File: config.mk
export PLATFORM = sky130hd
export DESIGN_NAME = conv_window_ctrl
export DESIGN_NICKNAME = d
export VERILOG_FILES = /design/src/rtl/conv_pkg.sv /design/src/rtl/conv_window_ctrl_raster_counter.sv /design/src/rtl/conv_window_ctrl.sv
export SDC_FILE = /design/constraint.sdc
export NUM_CORES = 1
export LEC_CHECK = 0
export CORE_MARGIN = 4
export CORE_UTILIZATION = 57
export CTS_CLUSTER_SIZE = 24
export DETAILED_ROUTE_END_ITERATION = 8
export MAX_ROUTING_LAYER = met4
export PLACE_DENSITY = 0.9
export SLEW_MARGIN = 15
export SYNTH_ARGS = -nofsm -noshare
export SYNTH_HDL_FRONTEND = slang
export SYNTH_HIERARCHICAL = 1
export SYNTH_SLANG_ARGS = --single-unit
File: constraint.sdc
create_clock -name clk -period 3 [get_ports clk]
set_clock_uncertainty 0.15 [all_clocks]
set_input_delay 0.3 -clock clk [delete_from_list [all_inputs] [get_ports clk]]
set_output_delay 0.3 -clock clk [all_outputs]
set_load 0.02 [all_outputs]
File: src/rtl/conv_pkg.sv
// conv_pkg: shared defaults and FSM state type for the 3x3 window controller.
//   DEF_IMG_W / DEF_IMG_H : default image geometry (pixels per line, lines)
//   state_t               : controller FSM states
package conv_pkg;
  localparam int DEF_IMG_W = 640;
  localparam int DEF_IMG_H = 480;

  typedef enum logic [1:0] {
    IDLE  = 2'd0,
    FILL  = 2'd1,
    RUN   = 2'd2,
    FLUSH = 2'd3
  } state_t;
endpackage

File: src/rtl/conv_window_ctrl_raster_counter.sv
// raster_counter: column/row position counter in raster order.
//   clk, rst : clock, synchronous active-low reset
//   i_clr    : restart at (0,0); combined with i_en the restart position is
//              itself counted, so the result is the position after (0,0)
//   i_en     : advance one position (col wraps W-1 -> 0 and bumps row,
//              row wraps H-1 -> 0 only after the last pixel)
//   o_col, o_row : current position
//   o_last   : current position is the last pixel of the frame
module raster_counter #(
  parameter int W = 640,
  parameter int H = 480
) (
  input  logic                 clk,
  input  logic                 rst,
  input  logic                 i_clr,
  input  logic                 i_en,
  output logic [$clog2(W)-1:0] o_col,
  output logic [$clog2(H)-1:0] o_row,
  output logic                 o_last
);
  localparam int CW = $clog2(W);
  localparam int RW = $clog2(H);
  localparam logic [CW-1:0] COL_MAX = CW'(W - 1);
  localparam logic [RW-1:0] ROW_MAX = RW'(H - 1);

  logic [CW-1:0] r_col, w_base_col, w_nxt_col;
  logic [RW-1:0] r_row, w_base_row, w_nxt_row;

  always_comb begin
    w_base_col = i_clr ? '0 : r_col;
    w_base_row = i_clr ? '0 : r_row;
    w_nxt_col  = w_base_col;
    w_nxt_row  = w_base_row;
    if (i_en) begin
      if (w_base_col == COL_MAX) begin
        w_nxt_col = '0;
        w_nxt_row = (w_base_row == ROW_MAX) ? '0 : w_base_row + 1'b1;
      end else begin
        w_nxt_col = w_base_col + 1'b1;
      end
    end
  end

  always_ff @(posedge clk) begin
    if (!rst) begin
      r_col <= '0;
      r_row <= '0;
    end else begin
      r_col <= w_nxt_col;
      r_row <= w_nxt_row;
    end
  end

  assign o_col  = r_col;
  assign o_row  = r_row;
  assign o_last = (r_col == COL_MAX) && (r_row == ROW_MAX);
endmodule

File: src/rtl/conv_window_ctrl.sv
// conv_window_ctrl: sequencing for a 3x3 convolution line buffer. Pixel data
// never passes through here; this block only decides when the buffer shifts,
// when it loads zeros, and which centre pixel the current window belongs to.
//   clk, rst       : clock, synchronous active-low reset
//   pix_valid, sof : upstream pixel present / first pixel of frame
//   in_ready       : pixel accepted when pix_valid && in_ready
//   shift_en       : buffer shift strobe (combinational)
//   zero_fill      : buffer shifts in zero instead of pixel data (combinational)
//   pix_edge       : accepted pixel is in column 0 or IMG_W-1 (combinational)
//   win_valid      : registered, window centre valid
//   center_col/row : registered centre coordinates
//   center_border  : registered, centre lies on the image border
//   frame_done     : registered pulse alongside the last window of a frame
module conv_window_ctrl
  import conv_pkg::*;
#(
  parameter int IMG_W = DEF_IMG_W,
  parameter int IMG_H = DEF_IMG_H
) (
  input  logic                     clk,
  input  logic                     rst,
  input  logic                     pix_valid,
  input  logic                     sof,
  output logic                     in_ready,
  output logic                     shift_en,
  output logic                     zero_fill,
  output logic                     pix_edge,
  output logic                     win_valid,
  output logic [$clog2(IMG_W)-1:0] center_col,
  output logic [$clog2(IMG_H)-1:0] center_row,
  output logic                     center_border,
  output logic                     frame_done
);
  localparam int CW = $clog2(IMG_W);
  localparam int RW = $clog2(IMG_H);
  localparam logic [CW-1:0] COL_MAX = CW'(IMG_W - 1);
  localparam logic [RW-1:0] ROW_MAX = RW'(IMG_H - 1);

  state_t r_state, w_nxt_state;

  logic          w_accept, w_start, w_acc_shift, w_win, w_flush;
  logic [CW-1:0] w_in_col, w_cc_col;
  logic [RW-1:0] w_in_row, w_cc_row;
  logic          w_in_last, w_cc_last;

  logic          r_win_valid, r_border, r_frame_done;
  logic [CW-1:0] r_center_col;
  logic [RW-1:0] r_center_row;

  assign w_flush     = (r_state == FLUSH);
  assign in_ready    = !w_flush;
  assign w_accept    = pix_valid && in_ready;
  // sof restarts from any accepting state: a fresh start in IDLE, an abort otherwise
  assign w_start     = w_accept && sof;
  // in IDLE only a sof pixel is taken into the buffer; others are dropped
  assign w_acc_shift = w_accept && (sof || r_state != IDLE);
  assign w_win       = (r_state == RUN && w_accept && !sof) || w_flush;

  assign shift_en  = w_acc_shift || w_flush;
  assign zero_fill = w_flush;
  assign pix_edge  = w_acc_shift && (sof || w_in_col == '0 || w_in_col == COL_MAX);

  // input position = index of the pixel being accepted this cycle
  raster_counter #(.W(IMG_W), .H(IMG_H)) u_in_cnt (
    .clk   (clk),
    .rst   (rst),
    .i_clr (w_start),
    .i_en  (w_acc_shift),
    .o_col (w_in_col),
    .o_row (w_in_row),
    .o_last(w_in_last)
  );

  // centre position = coordinates of the window emitted this cycle
  raster_counter #(.W(IMG_W), .H(IMG_H)) u_cc_cnt (
    .clk   (clk),
    .rst   (rst),
    .i_clr (w_start),
    .i_en  (w_win),
    .o_col (w_cc_col),
    .o_row (w_cc_row),
    .o_last(w_cc_last)
  );

  always_ff @(posedge clk) begin
    if (!rst) r_state <= IDLE;
    else      r_state <= w_nxt_state;
  end

  always_comb begin
    w_nxt_state = r_state;
    case (r_state)
      IDLE:  if (w_start) w_nxt_state = FILL;
      FILL: begin
        if (w_start) w_nxt_state = FILL;
        // index IMG_W is the first pixel of row 1
        else if (w_accept && w_in_col == '0 && w_in_row == RW'(1)) w_nxt_state = RUN;
      end
      RUN: begin
        if (w_start)                    w_nxt_state = FILL;
        else if (w_accept && w_in_last) w_nxt_state = FLUSH;
      end
      // the centre counter reaching the last pixel marks the final flush shift
      FLUSH: if (w_cc_last) w_nxt_state = IDLE;
      default: w_nxt_state = IDLE;
    endcase
  end

  always_ff @(posedge clk) begin
    if (!rst) begin
      r_win_valid  <= 1'b0;
      r_center_col <= '0;
      r_center_row <= '0;
      r_border     <= 1'b0;
      r_frame_done <= 1'b0;
    end else begin
      r_win_valid  <= w_win;
      r_frame_done <= w_flush && w_cc_last;
      if (w_win) begin
        r_center_col <= w_cc_col;
        r_center_row <= w_cc_row;
        r_border     <= (w_cc_col == '0) || (w_cc_col == COL_MAX) ||
                        (w_cc_row == '0) || (w_cc_row == ROW_MAX);
      end
    end
  end

  assign win_valid     = r_win_valid;
  assign center_col    = r_center_col;
  assign center_row    = r_center_row;
  assign center_border = r_border;
  assign frame_done    = r_frame_done;
endmodule

==> impl_metrics.env, run 1 <==
export IMPL_grt_pass1_vias=2527
export IMPL_synth_mux_area_fraction_pct=0.649
export IMPL_dpl_instance_area_mm2=0.00343
export IMPL_critPathTopFamily="simple AND/OR/NAND/NOR gates"
export IMPL_drt_wirelength_per_cell_um=14.2
export IMPL_path_clk_slew_ns=0.07
export IMPL_worst_slew_pin_transition_ns=0.665
export IMPL_cts_sinks=62
export IMPL_die_area_mm2=0.00665
export IMPL_overflow=0
export IMPL_grt_pass1_wl_um=11400
export IMPL_final_cell_area_mm2=0.00361
export IMPL_ir_worst_vdd_v=0.000317
export IMPL_yosys_register_bits=62
export IMPL_fin_crit_ns=2.78
export IMPL_status="finished, final reports clean"
export IMPL_die_h_um=81.6
export IMPL_final_cell_mix="62 x dfxtp_1, 57 x nand2_1, 31 x a21oi_1, 29 x clkdlybuf4s50_1, 22 x nor2_1"
export IMPL_antenna_found_initial=0
export IMPL_stdcell_count=473
export IMPL_grtUsageTotal_pct=23.1
export IMPL_hpwlAfterDp_um=4800
export IMPL_setup_tns_final_ns=0
export IMPL_drc=0
export IMPL_yosys_area_top_type="dfxtp_1"
export IMPL_synth_xor_area_share_pct=6.25
export IMPL_synth_area_leaders="dfxtp_1 40%, nand2_1 6.9%, a21oi_1 5.0%"
export IMPL_crit_buf_inv=1
export IMPL_cp_required_ns=2.55
export IMPL_max_stage_delay_ns=0.59
export IMPL_max_freq_mhz=360
export IMPL_synth_top_family_by_area="simple AND/OR/NAND/NOR gates"
export IMPL_wirelength_um=6730
export IMPL_multi_input_area_mm2=0.00173
export IMPL_power_density_mw_per_mm2=427
export IMPL_core_area_mm2=0.00517
export IMPL_cts_root_buffer="clkbuf_8"
export IMPL_pre_cts_slack_ns=0.226
export IMPL_nets=404
export IMPL_portBuffers=29
export IMPL_cts_resized_gates=0
export IMPL_synth_simple_area_share_pct=37.4
export IMPL_gp_congestion=0.899
export IMPL_synth_top_cell_area_share_pct=40.2
export IMPL_layout_commonest_cell="dfxtp_1"
export IMPL_area_growth_pct=16.9
export IMPL_cp_end_kind="primary output"
export IMPL_drt_iter0_markers=215
export IMPL_htree_levels=3
export IMPL_cts_path_max_buffers=2
export IMPL_numCtsBuffers=9
export IMPL_path_class="reg -> out"
export IMPL_synth_cell_types=49
export IMPL_holdWs_ns=0.305
export IMPL_synth_compound_area_share_pct=11.1
export IMPL_num_rows=26
export IMPL_slew_viol_final=0
export IMPL_synth_area_per_cell_um2=8.50
export IMPL_seq_area_mm2=0.00124
export IMPL_ys_flop_type="dfxtp_1"
export IMPL_clock_latency_ns=0.34
export IMPL_ios=30
export IMPL_diodes=0
export IMPL_ys_seq_area_share_pct=40.2
export IMPL_synthArstFlopShare_pct=0
export IMPL_fillers=407
export IMPL_finalHoldViolCount=0
export IMPL_cp_arrival_ns=2.33
export IMPL_cp_max_fo=6
export IMPL_dp_cells=457
export IMPL_hold_buffers=0
export IMPL_fin_ws_ns=0.220
export IMPL_hp_class="reg -> reg"
export IMPL_cp_slowest_cell="clkdlybuf4s50_1"
export IMPL_start_kind="flop"
export IMPL_crit_path_cell_trace="or4_4 -> nor4_4 -> o31a_2 -> clkdlybuf4s50_1"
export IMPL_maxCapViolCount=0
export IMPL_synth_edf_count=0
export IMPL_vias=2715
export IMPL_grt_max_degree=25
export IMPL_synthAdderAreaFrac_pct=0.811
export IMPL_slew_headroom_pct=55.6
export IMPL_syn_instance_count=363
export IMPL_synth_area_mm2=0.00308
export IMPL_yosysWarnings=6
export IMPL_p_leak_nw=1.29
export IMPL_cts_tree="yes"
export IMPL_setup_viol=0
export IMPL_viasPerCell=5.74
export IMPL_utilization_pct=69.7
export IMPL_drive_above_1_share_pct=9.18
export IMPL_antenna_left=0
export IMPL_first_pass_iters=5
export IMPL_start_util_pct=59.6
export IMPL_fin_crit_sh_pct=92.7
export IMPL_die_w_um=81.6
export IMPL_postCtsSetupBuffers=0
export IMPL_syn_nets=369
export IMPL_power_mw=1.54
export IMPL_rsz0062_at_grt="false"
worst register-to-register path: cells and delay by family (launching register included):
| family | cells | cell delay [ns] |
|---|---|---|
| AND/OR/NAND/NOR | 5 | 1.39 |
| buffers and inverters | 1 | 0.16 |
| AO/OA/AOI/OAI | 1 | 0.16 |
| flip-flops | 1 | 0.45 |
| adder cells (fa/ha/maj) | 1 | 0.20 |
sequential cells by signal, indices dropped and copies added (netlist names), 2 cells and up:
signal and flops:
center_col 10, u_cc_cnt/o_col 10, u_in_cnt/o_col 10, center_row 9, u_cc_cnt/o_row 9, u_in_cnt/o_row 9, r_state 2
Yosys cell counts, drive strengths merged, types with 3 or more instances:
master	number
inv	11
a31oi	4
and4	3
or4	6
nand3	7
xor2	8
nor2b	11
and4b	3
nand2	57
xnor2	14
or2	5
clkbuf	5
and2	13
nor4	11
and3	13
dfxtp	62
nand4	20
nor2	22
a21oi	31
buf	5
or2b	4
o21ai	11
nor3	12
metal layers:
layer | global-route usage (%) | routed length (um) | vias up
li1 | - | - | 1369
met4 | 8.28 | 120 | 0
met3 | 7.02 | 434 | 14
met1 | 25.8 | 2830 | 1243
met5 | - | 0 | -
met2 | 39.0 | 3350 | 89
logic make-up (layout without fill, tap and decap cells):
group / count (synthesis) / in the layout
AOI/OAI and AO/OA: 58 / 58
xor gates and xnor gates: 22 / 22
adders and majority gates: 2 / 2
buffers and inverters: 21 / 61
DFF: 62 / 62
muxes: 2 / 2
and+or+nand+nor: 196 / 196
path summary, 6_finish.rpt:
check / startpoint / end / slack (ns) / cells past startpoint
min reg2reg: center_col[4] / center_col[4] / 0.30 / 2
max reg2reg: r_state[0] / u_cc_cnt/o_row[2] / 0.43 / 8
min: center_col[4] / center_col[4] / 0.30 / 2
max: u_in_cnt/o_col[7] / pix_edge / 0.22 / 4
power by group:
part / leakage (nW) / switching, mW / internal, mW
Clock: 0.0857 / 0.331 / 0.322
Sequential: 0.500 / 0.00447 / 0.826
Combinational: 0.703 / 0.0340 / 0.0239
layout make-up:
type / instances / area share [%]
multi-input cells: 280 / 48.1
flip-flops and latches: 62 / 34.4
repair buffers: 34 / 9.09
clock buffers: 11 / 3.92
well taps: 70 / 2.43
inverters: 11 / 1.15
clock inverters: 5 / 0.937
Power figures use the tool's default switching activity.
==> run 2, diff against run 1 <==
Settings changed: GPL_ROUTABILITY_DRIVEN from default to 0.
==> impl_metrics.env, run 2 (synthesis results as in run 1) <==
export IMPL_portBuffers=29
export IMPL_antenna_found_initial=0
export IMPL_critPathTopFamily="simple AND/OR/NAND/NOR gates"
export IMPL_diodes=0
export IMPL_hp_class="reg -> reg"
export IMPL_worst_r2r_path_depth=7
export IMPL_hpwlAfterDp_um=4850
export IMPL_die_h_um=81.6
export IMPL_grt_max_degree=25
export IMPL_grtUsageTotal_pct=23.9
export IMPL_seq_area_mm2=0.00124
export IMPL_first_pass_iters=4
export IMPL_vias=2799
export IMPL_utilization_pct=71.3
export IMPL_fin_crit_ns=2.80
export IMPL_worst_slew_pin_transition_ns=0.676
export IMPL_cp_end_kind="primary output"
export IMPL_multi_input_area_mm2=0.00173
export IMPL_max_freq_mhz=357
export IMPL_die_area_mm2=0.00665
export IMPL_maxCapViolCount=0
export IMPL_setup_viol=0
export IMPL_crit_buf_inv=1
export IMPL_layout_commonest_cell="dfxtp_1"
export IMPL_cts_resized_gates=0
export IMPL_postCtsSetupBuffers=0
export IMPL_viasPerCell=5.88
export IMPL_cts_tree="yes"
export IMPL_path_clk_slew_ns=0.07
export IMPL_ir_worst_vdd_v=0.000295
export IMPL_grt_pass1_vias=2677
export IMPL_finalHoldViolCount=0
export IMPL_hold_buffers=0
export IMPL_drive_above_1_share_pct=9.85
export IMPL_nets=407
export IMPL_crit_path_cell_trace="or4_4 -> nor4_4 -> o31a_2 -> clkdlybuf4s50_1"
export IMPL_fin_crit_sh_pct=93.4
export IMPL_numCtsBuffers=9
export IMPL_wirelength_um=7070
export IMPL_power_density_mw_per_mm2=473
export IMPL_cts_sinks=62
export IMPL_ios=30
export IMPL_status="finished, final reports clean"
export IMPL_start_kind="flop"
export IMPL_reg2reg_slack_ns=0.33
export IMPL_min_to="center_row[5]"
export IMPL_drc=0
export IMPL_cp_max_fo=6
export IMPL_htree_levels=3
export IMPL_overflow=0
export IMPL_slew_headroom_pct=54.9
export IMPL_setup_tns_final_ns=0
export IMPL_drt_wirelength_per_cell_um=14.9
export IMPL_path_class="reg -> out"
export IMPL_core_area_mm2=0.00517
export IMPL_grt_pass1_wl_um=12000
export IMPL_holdPathStages=2
export IMPL_area_growth_pct=19.6
export IMPL_clock_latency_ns=0.34
export IMPL_start_util_pct=59.6
export IMPL_cp_arrival_ns=2.35
export IMPL_fillers=384
export IMPL_final_cell_mix="62 x dfxtp_1, 57 x nand2_1, 31 x a21oi_1, 29 x clkdlybuf4s50_1, 22 x nor2_1"
export IMPL_cp_required_ns=2.55
export IMPL_power_mw=1.74
export IMPL_r2r_end="u_in_cnt/o_row[4]"
export IMPL_drt_iter0_markers=224
export IMPL_antenna_left=0
export IMPL_p_leak_nw=1.34
export IMPL_rsz0062_at_grt="false"
export IMPL_slew_viol_final=0
export IMPL_num_rows=26
export IMPL_cts_root_buffer="clkbuf_8"
export IMPL_max_stage_delay_ns=0.59
export IMPL_cp_slowest_cell="clkdlybuf4s50_1"
export IMPL_rr_startpoint="r_state[0]"
export IMPL_min_delay_start="center_row[5]"
export IMPL_die_w_um=81.6
export IMPL_cts_path_max_buffers=2
[run 2: changes by cell type in the layout (fill, tap and decap cells not counted), sizes merged]
cell and delta:
buf +3, bufinv +2, clkbuf +2, clkinvlp -2, clkinv -1, inv -1
[run 2: how the worst max path moves through the flow]
stage                       from           endpoint  cells after the start
2_1_floorplan         r_state[0]  u_cc_cnt/o_row[5]                      8
3_3_place_gp           pix_valid  u_in_cnt/o_row[2]                      7
3_5_place_dp           pix_valid  u_in_cnt/o_row[4]                      7
4_1_cts        u_in_cnt/o_col[7]           pix_edge                      4
5_1_grt        u_in_cnt/o_col[7]           pix_edge                      4
6_report       u_in_cnt/o_col[7]           pix_edge                      4
[run 2: worst register-to-register path: stages (launching register included)]
cell and delay, ns:
dfxtp_1 0.47, nand2_1 0.17, and3_1 0.36, buf_4 0.23
and4b_1 0.44, nand4_4 0.19, or4_1 0.44, a21oi_1 0.15
[run 2: area by class of cell]
class | count | share of cell area, %
Multi-Input combinational cell | 280 | 47.0
Sequential cell | 62 | 33.7
Timing Repair Buffer | 37 | 9.50
Clock buffer | 13 | 4.58
Tap cell | 70 | 2.38
Clock inverter | 3 | 1.76
Inverter | 11 | 1.12
[run 2: through the flow]
step	instance area (um^2)	hold WS, ns	setup WS [ns]	cells
floorplan	3080	0.272	0.463	363
global placement	3450	0.293	0.350	460
detailed placement	3450	0.296	0.263	460
CTS	3690	0.305	0.186	476
global route	3690	0.338	0.102	476
finish	3690	0.303	0.198	476
[run 2: where the power goes]
part | switching [mW] | internal, mW | total, mW | leakage (nW)
clock network | 0.315 | 0.535 | 0.850 | 0.120
logic | 0.0360 | 0.0267 | 0.0627 | 0.717
registers | 0.00501 | 0.826 | 0.831 | 0.500
total | 0.356 | 1.39 | 1.74 | 1.34
[run 2: metal layers]
layer	global-route usage, %	part of all wire (%)	vias to the layer above
li1	-	-	1374
met1	27.1	42	1314
met2	40.2	50	92
met3	5.48	5.7	19
met4	10.8	2.3	0
met5	-	0	-
